## config.mk

```make
export PLATFORM = sky130hd
export DESIGN_NAME = decode_stage
export DESIGN_NICKNAME = d
export VERILOG_FILES = /design/src/rtl/decode_stage.sv
export SDC_FILE = /design/constraint.sdc
export NUM_CORES = 1
export LEC_CHECK = 0
export CORE_ASPECT_RATIO = 1.2
export CORE_MARGIN = 10
export CORE_UTILIZATION = 45
export DETAILED_ROUTE_END_ITERATION = 7
export GPL_TIMING_DRIVEN = 0
export HOLD_SLACK_MARGIN = 0.08
export PLACE_DENSITY = 0.77
export REMOVE_ABC_BUFFERS = 1
export SYNTH_ARGS = -nofsm -noshare
export SYNTH_HDL_FRONTEND = slang
export SYNTH_SLANG_ARGS = --single-unit
```

## constraint.sdc

```tcl
create_clock -name clk -period 4.9 [get_ports clk]
set_input_delay 0.735 -clock clk [delete_from_list [all_inputs] [get_ports clk]]
set_output_delay 0.735 -clock clk [all_outputs]
set_load 0.1 [all_outputs]
```

## src/rtl/decode_stage.sv

```systemverilog
// Instruction decode + ID/EX register: decodes op/operands, resolves B/BEQ/BGE, tracks Z/N and pending CMPs.
// Latency: 1 cycle from accept to out_valid; br_taken/illegal pulse the cycle after accept.
// Backpressure: in_ready drops while the slot is full and not consumed, on a flag hazard, or during flush.
// Optional: DECODE_ILLEGAL_TRAP_EN enables the registered illegal-opcode pulse (otherwise illegal is tied 0).
module decode_stage (
  input  logic        clk,
  input  logic        rst,
  input  logic        in_valid,
  output logic        in_ready,
  input  logic [31:0] instr,
  input  logic [31:0] pc,
  output logic [3:0]  rf_ra1,
  output logic [3:0]  rf_ra2,
  input  logic [31:0] rf_rd1,
  input  logic [31:0] rf_rd2,
  output logic        out_valid,
  input  logic        out_ready,
  output logic [3:0]  alu_sel,
  output logic [31:0] alu_a,
  output logic [31:0] alu_b,
  output logic [3:0]  rd,
  output logic        reg_we,
  output logic        mem_re,
  output logic        mem_we,
  input  logic        flag_we,
  input  logic        flag_z,
  input  logic        flag_n,
  input  logic        flush,
  output logic        br_taken,
  output logic [31:0] br_target,
  output logic        illegal
);

  localparam logic [3:0] OP_ADD = 4'h0;
  localparam logic [3:0] OP_SUB = 4'h1;
  localparam logic [3:0] OP_AND = 4'h2;
  localparam logic [3:0] OP_OR  = 4'h3;
  localparam logic [3:0] OP_LSL = 4'h4;
  localparam logic [3:0] OP_CMP = 4'h5;
  localparam logic [3:0] OP_SET = 4'h6;
  localparam logic [3:0] OP_LDR = 4'h7;
  localparam logic [3:0] OP_STR = 4'h8;
  localparam logic [3:0] OP_B   = 4'h9;
  localparam logic [3:0] OP_BEQ = 4'hA;
  localparam logic [3:0] OP_BGE = 4'hB;
  localparam logic [3:0] SEL_BUBBLE = 4'hF;

  // Instruction fields
  logic [3:0]  op;
  logic        imm_sel;
  logic [31:0] imm_zx;
  logic [31:0] br_off;
  logic [31:0] br_tgt;
  logic [31:0] mem_addr;

  assign op       = instr[31:28];
  assign imm_sel  = instr[27];
  assign imm_zx   = {17'd0, instr[14:0]};
  assign br_off   = {{5{instr[26]}}, instr[26:0]};
  assign br_tgt   = pc + br_off;
  assign mem_addr = rf_rd1 + imm_zx;
  assign rf_ra1   = instr[22:19];
  assign rf_ra2   = instr[18:15];

  // Registered state
  logic        out_valid_q, out_valid_d;
  logic [3:0]  alu_sel_q, alu_sel_d;
  logic [31:0] alu_a_q, alu_a_d;
  logic [31:0] alu_b_q, alu_b_d;
  logic [3:0]  rd_q, rd_d;
  logic        reg_we_q, reg_we_d;
  logic        mem_re_q, mem_re_d;
  logic        mem_we_q, mem_we_d;
  logic        z_q, z_d;
  logic        n_q, n_d;
  logic [1:0]  cmp_pending_q, cmp_pending_d;
  logic        br_taken_q, br_taken_d;
  logic [31:0] br_target_q, br_target_d;

  // Decode results
  logic [3:0]  dec_sel;
  logic [31:0] dec_a;
  logic [31:0] dec_b;
  logic [3:0]  dec_rd;
  logic        dec_we;
  logic        dec_re;
  logic        dec_mwe;
  logic        dec_taken;

  logic        hazard;
  logic        accept;
  logic        kill_cmp;

  // Translate the presented instruction into slot fields; branches resolve against the current Z/N
  always_comb begin
    dec_sel   = op;
    dec_a     = '0;
    dec_b     = '0;
    dec_rd    = instr[26:23];
    dec_we    = 1'b0;
    dec_re    = 1'b0;
    dec_mwe   = 1'b0;
    dec_taken = 1'b0;
    case (op)
      OP_ADD, OP_SUB, OP_AND, OP_OR, OP_LSL: begin
        dec_a  = rf_rd1;
        dec_b  = imm_sel ? imm_zx : rf_rd2;
        dec_we = 1'b1;
      end
      OP_CMP: begin
        dec_a = rf_rd1;
        dec_b = imm_sel ? imm_zx : rf_rd2;
      end
      OP_SET: begin
        dec_a  = imm_zx;
        dec_we = 1'b1;
      end
      OP_LDR: begin
        dec_a  = mem_addr;
        dec_re = 1'b1;
        dec_we = 1'b1;
      end
      OP_STR: begin
        dec_a   = mem_addr;
        dec_b   = rf_rd2;
        dec_mwe = 1'b1;
      end
      OP_B: begin
        dec_a     = br_tgt;
        dec_rd    = '0;
        dec_taken = 1'b1;
      end
      OP_BEQ: begin
        dec_a     = br_tgt;
        dec_rd    = '0;
        dec_taken = z_q;
      end
      OP_BGE: begin
        dec_a     = br_tgt;
        dec_rd    = '0;
        dec_taken = ~n_q;
      end
      default: begin
        // Unassigned opcodes travel as a bubble: no register, memory or flag effects
        dec_sel = SEL_BUBBLE;
        dec_rd  = '0;
      end
    endcase
  end

  // Conditional branches must wait for all in-flight CMPs; a fourth CMP would overflow the counter
  always_comb begin
    hazard = 1'b0;
    if (((op == OP_BEQ) || (op == OP_BGE)) && (cmp_pending_q != 2'd0)) hazard = 1'b1;
    if ((op == OP_CMP) && (cmp_pending_q == 2'd3)) hazard = 1'b1;
  end

  assign in_ready = (~out_valid_q | out_ready) & ~hazard & ~flush;
  assign accept   = in_valid & in_ready;
  assign kill_cmp = flush & out_valid_q & (alu_sel_q == OP_CMP);

  // ID/EX slot: flush wins, then load on accept, else drain on consume, else hold
  always_comb begin
    out_valid_d = out_valid_q;
    alu_sel_d   = alu_sel_q;
    alu_a_d     = alu_a_q;
    alu_b_d     = alu_b_q;
    rd_d        = rd_q;
    reg_we_d    = reg_we_q;
    mem_re_d    = mem_re_q;
    mem_we_d    = mem_we_q;
    if (flush) begin
      out_valid_d = 1'b0;
    end else if (accept) begin
      out_valid_d = 1'b1;
      alu_sel_d   = dec_sel;
      alu_a_d     = dec_a;
      alu_b_d     = dec_b;
      rd_d        = dec_rd;
      reg_we_d    = dec_we;
      mem_re_d    = dec_re;
      mem_we_d    = dec_mwe;
    end else if (out_ready) begin
      out_valid_d = 1'b0;
    end
  end

  // Flags follow execute's CMP writes; pending count sums accept, write-back and flush-kill events
  always_comb begin
    z_d = z_q;
    n_d = n_q;
    if (flag_we) begin
      z_d = flag_z;
      n_d = flag_n;
    end
    cmp_pending_d = cmp_pending_q
                  + {1'b0, accept & (op == OP_CMP)}
                  - {1'b0, flag_we}
                  - {1'b0, kill_cmp};
  end

  // Taken-branch pulse for the cycle after accept; accept is already blocked during flush
  always_comb begin
    br_taken_d  = accept & dec_taken;
    br_target_d = br_target_q;
    if (accept & dec_taken) br_target_d = br_tgt;
  end

  // State registers
  always_ff @(posedge clk or posedge rst) begin
    if (rst) begin
      out_valid_q   <= 1'b0;
      alu_sel_q     <= '0;
      alu_a_q       <= '0;
      alu_b_q       <= '0;
      rd_q          <= '0;
      reg_we_q      <= 1'b0;
      mem_re_q      <= 1'b0;
      mem_we_q      <= 1'b0;
      z_q           <= 1'b0;
      n_q           <= 1'b0;
      cmp_pending_q <= '0;
      br_taken_q    <= 1'b0;
      br_target_q   <= '0;
    end else begin
      out_valid_q   <= out_valid_d;
      alu_sel_q     <= alu_sel_d;
      alu_a_q       <= alu_a_d;
      alu_b_q       <= alu_b_d;
      rd_q          <= rd_d;
      reg_we_q      <= reg_we_d;
      mem_re_q      <= mem_re_d;
      mem_we_q      <= mem_we_d;
      z_q           <= z_d;
      n_q           <= n_d;
      cmp_pending_q <= cmp_pending_d;
      br_taken_q    <= br_taken_d;
      br_target_q   <= br_target_d;
    end
  end

`ifdef DECODE_ILLEGAL_TRAP_EN
  logic illegal_q, illegal_d;

  // One-cycle trap pulse after an unassigned opcode is accepted as a bubble
  always_comb begin
    illegal_d = accept & (op >= 4'hC);
  end

  // Trap pulse register
  always_ff @(posedge clk or posedge rst) begin
    if (rst) illegal_q <= 1'b0;
    else     illegal_q <= illegal_d;
  end

  assign illegal = illegal_q;
`else
  assign illegal = 1'b0;
`endif

  assign out_valid = out_valid_q;
  assign alu_sel   = alu_sel_q;
  assign alu_a     = alu_a_q;
  assign alu_b     = alu_b_q;
  assign rd        = rd_q;
  assign reg_we    = reg_we_q;
  assign mem_re    = mem_re_q;
  assign mem_we    = mem_we_q;
  assign br_taken  = br_taken_q;
  assign br_target = br_target_q;

endmodule

```

# Word-level counts from Yosys, hierarchy flattened
# Index checks and enable logic that the tools add are counted.
[classes]
add_sub_neg = 5
eq_ne = 13
n_mux = 14
bitwise = 12
reduce_logical = 13
[op_table]
columns = ["cell", "n"]
rows = [
  ["case mux 32 bit (4 select lines)", 1],
  ["case mux 32 bit (2 select lines)", 1],
  ["adder 32 x 15 -> 32 bit", 1],
  ["adder 32 bit", 1],
  ["2-to-1 mux 32 bit", 1],
  ["equality test 4 x 3 -> 1 bit, second input constant", 5],
  ["equality test 4 bit, second input constant", 4],
  ["OR reduction 12 bit", 1],
  ["OR reduction 9 bit", 1],
  ["equality test 4 x 2 -> 1 bit, second input constant", 2],
  ["2-to-1 mux 1 bit", 8],
  ["2-to-1 mux 4 bit", 2],
  ["bitwise AND 1 bit", 7],
  ["OR reduction 7 bit", 1],
  ["OR reduction 6 bit", 1],
  ["equality test 4 x 1 -> 1 bit, second input constant", 1],
  ["logical NOT 4 bit", 1],
  ["NOT 1 bit", 4],
  ["subtractor 2 x 1 -> 2 bit", 2],
  ["case mux 1 bit (3 select lines)", 1],
  ["nonzero test 3 bit", 1],
  ["OR reduction 3 bit", 1],
  ["adder 2 x 1 -> 2 bit", 1],
  ["equality test 2 bit, second input constant", 1],
  ["6 further kinds", 7],
]
[word_totals]
reg_bits = 113
in_bits = 136
out_inout_bits = 119
wordCells = 70

# Logic depth before layout (Yosys ltp)
# Gate-level depths: netlist of run 1.
[depth]
depth_word = 13
depth_mapped = 13
ltp_nobuf = 12

# Least setup slack after synthesis of run 1
# No wires, ideal clock.
[synth_path]
path_kind = "input to register"
startpoint = "input instr[30]"
endpoint = "register br_target_q[27], in the netlist br_target[27]"
setup_time_ns = 0.125
arrival_ns = 5.338
required_time_ns = 4.775
setup_slack_ns = -0.564
cell_stages = 10
path_buffers = 1
cell_sequence = "buf_2 -> nor2b_1 -> a32oi_1 -> nor2_1 -> a311oi_1 -> nand2_1 -> a311oi_2 -> nand2_1 -> inv_2 -> mux2_2"
[synth_via]
elab_chain_len = 10
[synth_rtl]
columns = ["item", "line_no", "rtl"]
rows = [
  ["start: declaration", "10", "input logic [31:0] instr,"],
  ["equality test 4 bit", "154", "if (((op == OP_BEQ) || (op == OP_BGE)) && (cmp_pending_q != 2'd0)) hazard = 1'b1;"],
  ["logical OR 1 bit", "154", ""],
  ["logical AND 1 bit", "154", ""],
  ["2-to-1 mux 1 bit", "154", ""],
  ["2-to-1 mux 1 bit *", "155", "if ((op == OP_CMP) && (cmp_pending_q == 2'd3)) hazard = 1'b1;"],
  ["NOT 1 bit *", "158", "assign in_ready = (~out_valid_q | out_ready) & ~hazard & ~flush;"],
  ["bitwise AND 1 bit * (2 in series)", "158", ""],
  ["via in_ready", "9", "output logic in_ready,"],
  ["bitwise AND 1 bit *", "159", "assign accept = in_valid & in_ready;"],
  ["bitwise AND 1 bit *", "206", "if (accept & dec_taken) br_target_d = br_tgt;"],
  ["end signal: assignment", "238", "br_target_q <= br_target_d;"],
  ["end: declaration", "78", "logic [31:0] br_target_q, br_target_d;"],
]
# Mark *: on every way through the listed nets, which the timed path passes. The rest lies on a longest branch.
# A chain may end at the register's enable or synchronous reset.

# Worst setup path in the final report of run 1
[layout_path]
startpoint = "input instr[31]"
endpoint = "register br_target_q[31], in the netlist br_target[31]"
[layout_via]
elab_chain_len = 10
[layout_rtl]
columns = ["item", "line_no"]
rows = [
  ["equality test 4 bit", "104, 154"],
  ["logical OR 1 bit", "154"],
  ["logical AND 1 bit", "154"],
  ["2-to-1 mux 1 bit", "154"],
  ["2-to-1 mux 1 bit", "155"],
  ["NOT 1 bit", "158"],
  ["bitwise AND 1 bit (2 in series)", "158"],
  ["bitwise AND 1 bit", "159"],
  ["bitwise AND 1 bit *", "206"],
]
# Every way passes the cells marked *; elsewhere a longest branch is shown, timed or not.

==> reports/qor.yml, run 1 <==
coreArea_sq_um: 16300
synth-edff-count: 0
cpMaxStageDelayCell: "clkdlybuf4s50_1"
yosysWarnings: 0
arrival_ns: 4.93
io_pins: 255
tritoncts: "yes"
wl_per_cell_microns: 20.7
tns_ns: 0
die_h_microns: 162
setup_violations: 0
slowest_delay_ns: 0.80
num_vias: 7696
grt_overflow: 0
p_sw_frac: 0.508
rsz0062_at_grt: "false"
drive_gt1_frac: 0.0545
synthFlopType: "dfrtp_1"
worstMarginPinSlew_ns: 1.30
fin_cells: 1332
grt_pass1_wl_microns: 43000
synthArstFlopShare: 1.00
leakagePower_nw: 4.67
reg2reg_setup_slack_ns: 1.18
critPathKind: "in -> reg"
powerDensity_nw_per_um2: 532
fillers: 1354
die_w_microns: 138
synth-seq-area-share: 0.376
finalMaxSlewViolations: 0
ir_worst_vdd_uv: 306
syn-mean-instance-area_sq_um: 8.57
min_period_ns: 4.61
grt_pass1_vias: 7651
final_nets: 1292
clk_pin_slew_ns: 0.06
dp_cells: 1298
placementRows: 51
place.detailed.hpwl_microns: 20300
grt_start_max_net_pins: 71
crit_path_end_kind: "flop"
power_frac_clock: 0.237
cts_max_path_buffers: 2
drt-total-wl_microns: 27500
synth_seq_cells: 113
grtUsageTotal: 0.238
power.internal_mw: 2.87
power_frac_seq: 0.223
outcome: "completed"
fmax_mhz: 217
clk_latency_ns: 0.44
power_mw: 5.83
hp-class: "reg -> reg"
start_util: 0.461
dieArea_sq_um: 22300
skew_ns: 0.0101
ctsHtreeMaxLevel: 4
drt_iter0_drc: 690
crit_chain: "clkdlybuf4s50_1 -> nor2b_1 -> a32oi_1 -> nor2_1 -> a311oi_4 -> nand2_4 -> buf_16 -> a311oi_4 -> nand2_4 -> clkinv_2 -> mux2_2"
drcViolationCount: 0
routabilityCongestion: 0.885
crit_required_ns: 5.22
clock_sinks: 113
root_buffer: "clkbuf_16"
final_util: 0.671
syn-cell-area_sq_um: 7530
synth_cell_types: 70
slew_headroom: 0.132
critPathTopFamily: "buffers and inverters"
post-route-period-util: 0.941
netlist_instances: 878
combPwrFrac: 0.539
antenna_found_initial: 1
via_per_inst: 5.78
p_sw_mw: 2.96
ant_nets: 0
numCtsBuffers: 17
drv_cap: 0
io_buffers: 253
path_buf_inv: 3
drt_first_pass_iters: 6
start_kind: "input port"
hold_viol_final: 0
area_growth_pct: 45.6
crit_fanout: 70
==> power by group through the flow <==
stage / registers [mW] / clock network (mW) / logic [mW]
floorplan: 2.98 / 0 / 0.577
global placement: 1.30 / 0 / 3.10
detailed placement: 1.31 / 0 / 3.13
CTS: 1.30 / 1.39 / 3.15
global route: 1.33 / 1.43 / 3.27
finish: 1.30 / 1.38 / 3.14
==> synthesized netlist by cell type (all sizes together) (3+ instances only) <==
library cell	instances	area, sq um
o21bai	7	52.6
or2	4	25.0
o21a	14	105
a221o	6	60.1
and4	3	26.3
o31ai	5	37.5
a221oi	6	52.6
clkbuf	37	139
nor4	5	31.3
dfrtp	113	2830
nand3	18	90.1
o311ai	5	43.8
a22oi	20	150
mux2	8	90.1
xnor2	23	201
a21oi	51	263
and3	4	25.0
fa	3	60.1
nand4	7	43.8
a222oi	8	80.1
nor2	40	150
a21o	17	128
and2	4	25.0
o221ai	4	35.0
nand2b	9	56.3
a311o	3	30.0
nor2b	11	68.8
o21ai	103	516
nor3	13	65.1
ha	47	588
a211oi	6	45.0
nand2	163	612
buf	14	93.8
xor2	16	140
inv	21	78.8
a31oi	7	43.8
a22o	19	166
or3	6	37.5
==> worst reg2reg max path, stage by stage (launching register included) <==
cell      delay (ns)
dfrtp_1         0.43
a32oi_1         0.19
nor2_1          0.09
a311oi_4        0.46
nand2_4         0.35
buf_16          0.32
a311oi_4        0.57
nand2_4         0.41
clkinv_2        0.39
mux2_2          0.39
==> placed cells by master (no fill, tap or decap), types with 17 or more instances in the layout <==
master           Yosys  final
a21o_1              17     17
a21oi_1             49     47
a22o_1              19     19
a22oi_1             20     20
clkbuf_16            0     17
clkdlybuf4s50_1      0    252
dfrtp_1            113    113
ha_1                47     47
inv_1               20     19
nand2_1            163    161
nand3_1             18     18
nor2_1              40     40
o21ai_0             74     74
o21ai_1             29     29
xnor2_1             23     23
==> final timing paths <==
kind | start | endpoint | cells past startpoint
max in group asynchronous | rst | alu_a[11]$_DFFE_PP0P_ | 3
worst max register to register | cmp_pending_q[1]$_DFF_PP0_ | br_target[31]$_DFFE_PP0P_ | 9
worst min-delay path | br_target[15]$_DFFE_PP0P_ | br_target[15]$_DFFE_PP0P_ | 2
min in group asynchronous | rst | alu_sel[1]$_DFFE_PP0P_ | 2
worst max-delay path | instr[31] | br_target[31]$_DFFE_PP0P_ | 11
worst min register to register | br_target[15]$_DFFE_PP0P_ | br_target[15]$_DFFE_PP0P_ | 2
==> kinds of logic (layout without fill, tap and decap cells) <==
kind of cell	count (synthesis)	in the layout	synth area share
compound gates	303	303	0.267
xor+xnor	39	39	0.0454
fa+ha+maj	50	50	0.0861
buf+inv	72	312	0.0414
flops	113	113	0.376
mux	8	8	0.0120
other cells	1	2	0.000498
simple gates	292	293	0.172
==> layer usage <==
metal  up-vias  share of wire  GRT usage
met1      3664           0.41      0.282
li1       3669              -          -
met3        55          0.078     0.0709
met2       308           0.49      0.399
met5         -              0          0
met4         0          0.025     0.0883
==> metrics by stage <==
step / setup slack [ns] / hold WS [ns] / cell area [sq um]
final: 0.291 / 0.463 / 11000
after floorplan: -3.50 / 0.467 / 7290
after CTS: 0.00650 / 0.470 / 10900
after detailed placement: -0.960 / 0.458 / 10300
after global placement: -3.80 / 0.458 / 10100
after global routing: 0.0254 / 0.494 / 11000
==> flip-flops by register name (all words and copies together), names as in the netlist <==
register / cells
reg_we: 1
alu_sel: 4
br_taken: 1
mem_re: 1
n_q: 1
z_q: 1
mem_we: 1
out_valid: 1
alu_a: 32
alu_b: 32
rd: 4
cmp_pending_q: 2
br_target: 32
==> final cells by class <==
type                            instances  area, sq um  area share
Clock inverter                          9          151      0.0138
Clock buffer                           23          498      0.0454
Sequential cell                       113         2830       0.258
Multi-Input combinational cell        694         4470       0.408
Inverter                               21         85.1     0.00776
Timing Repair Buffer                  259         2660       0.243
Tap cell                              212          265      0.0242
Antenna cell                            1         2.50    0.000228
==> timing repair <==
item                                    CTS  global route
buffers inserted                          0             0
gates cloned                              1             0
endpoints found under the setup margin   16            14
pin swaps                                 1             0
gates resized for setup                   3             3
hold buffers                              0             0
endpoints found under the hold margin     0             0
(Power assumes the default switching activity.)
==> run 2, diff against run 1 <==
--- a/config.mk
+++ b/config.mk
@@ -9,9 +9,10 @@
 export CORE_MARGIN = 10
 export CORE_UTILIZATION = 45
 export DETAILED_ROUTE_END_ITERATION = 7
+export DONT_BUFFER_PORTS = 1
 export GPL_TIMING_DRIVEN = 0
 export HOLD_SLACK_MARGIN = 0.08
-export PLACE_DENSITY = 0.77
+export PLACE_DENSITY = 0.58
 export REMOVE_ABC_BUFFERS = 1
 export SYNTH_ARGS = -nofsm -noshare
 export SYNTH_HDL_FRONTEND = slang
==> reports/qor.yml, run 2 (synthesis gave the netlist of run 1 again) <==
die_h_microns: 162
outcome: "completed"
grt_pass1_vias: 6809
drcViolationCount: 0
post-route-period-util: 0.943
drt_first_pass_iters: 5
min_period_ns: 4.62
crit_required_ns: 5.21
io_buffers: 0
power_mw: 5.04
drv_cap: 0
ant_nets: 0
cts_hold_buf: 0
final_nets: 1040
io_pins: 255
dieArea_sq_um: 22300
clk_latency_ns: 0.42
reg2reg_setup_slack_ns: 0.28
ctsHtreeMaxLevel: 4
mostFrequentLayoutCells: "nand2_1, dfrtp_1, o21ai_0"
dp_cells: 1047
drt_iter0_drc: 552
startpoint: "out_valid$_DFFE_PP0P_"
drive_gt1_frac: 0.0692
clk_pin_slew_ns: 0.06
final_common_cell: "nand2_1"
fin_cells: 1079
routabilityCongestion: 0.876
area_growth_pct: 11.1
skew_ns: 0.00863
r2r_end: "br_target[31]$_DFFE_PP0P_"
cts_max_path_buffers: 2
worstMarginPinSlew_ns: 1.38
finalMaxSlewViolations: 0
drt-total-wl_microns: 25900
cts_resized: 1
grt_overflow: 0
grt_pass1_wl_microns: 39900
wl_per_cell_microns: 24.0
clock_sinks: 113
grt_start_max_net_pins: 76
via_per_inst: 6.32
start_kind: "flop"
tritoncts: "yes"
post_cts_buffers: 0
hold_viol_final: 0
fin_worst_hold_slack_ns: 0.220
fmax_mhz: 216
grtUsageTotal: 0.223
coreArea_sq_um: 16300
crit_fanout: 75
timing.rr.start: "out_valid$_DFFE_PP0P_"
powerDensity_nw_per_um2: 602
diodes: 0
critPathKind: "reg -> reg"
ir_worst_vdd_uv: 303
r2r_cells: 11
die_w_microns: 138
tns_ns: 0
hp-class: "in -> async"
root_buffer: "clkbuf_16"
num_vias: 6816
placementRows: 51
setup_violations: 0
crit_path_end_kind: "flop"
place.detailed.hpwl_microns: 19900
start_util: 0.461
rsz0062_at_grt: "false"
numCtsBuffers: 17
antenna_found_initial: 0
arrival_ns: 4.93
leakagePower_nw: 3.67
slew_headroom: 0.0781
-- run 2: cell types whose count changed in the layout (fill, tap and decap cells not counted), moves of 2 or more --
cell,previous run,this run
bufinv_16,4,2
clkbuf_8,5,2
clkbuf_1,1,3
clkinvlp_4,1,4
clkdlybuf4s50_1,252,0
-- run 2: area by class of cell --
| class | instances | area (sq um) |
|---|---|---|
| clock buffer | 22 | 464 |
| inverter | 21 | 83.8 |
| tap | 212 | 265 |
| clock inverter | 10 | 110 |
| sequential | 113 | 2830 |
| fill | 1489 | 7980 |
| multi-input combinational | 693 | 4450 |
| timing repair buffer | 8 | 160 |
-- run 2: report_power, final --
part | switching [mW] | internal [mW]
registers | 1.92 | 1.13
logic | 0.438 | 0.323
clock network | 0.456 | 0.770
total | 2.81 | 2.22
-- run 2: routing by layer --
metal  routed length [microns]  track usage  up-vias
li1                          -            -     3164
met1                      9850        0.251     3266
met2                     12700        0.376      339
met3                      2790       0.0872       47
met4                       605       0.0782        0
met5                         0            0        -
-- run 2: stage by stage --
| step | cell area, sq um | worst slack (ns) | util |
|---|---|---|---|
| finish | 8360 | 0.279 | 0.512 |
| global route | 8360 | 0.0892 | 0.512 |
| CTS | 8360 | 0.266 | 0.512 |
| detailed placement | 7780 | -0.137 | 0.476 |
| global placement | 7560 | -6.33 | 0.463 |
| floorplan | 7290 | -3.50 | - |
-- run 2: how the worst max path moves through the flow --
stage | endpoint
floorplan | br_target[27]$_DFFE_PP0P_
global placement | br_target[27]$_DFFE_PP0P_
detailed placement | br_target[31]$_DFFE_PP0P_
CTS | br_target[31]$_DFFE_PP0P_
global route | br_target[27]$_DFFE_PP0P_
finish | br_target[31]$_DFFE_PP0P_
-- run 2: critical path: stages, from the launching register on --
cell	delay, ns
dfrtp_1	0.74
nand2b_1	0.25
nand2b_1	0.12
a311oi_4	0.30
buf_16	0.21
buf_2	0.15
nand2_4	0.31
buf_16	0.34
a311oi_2	0.71
nand2_4	0.47
inv_2	0.47
mux2_2	0.39
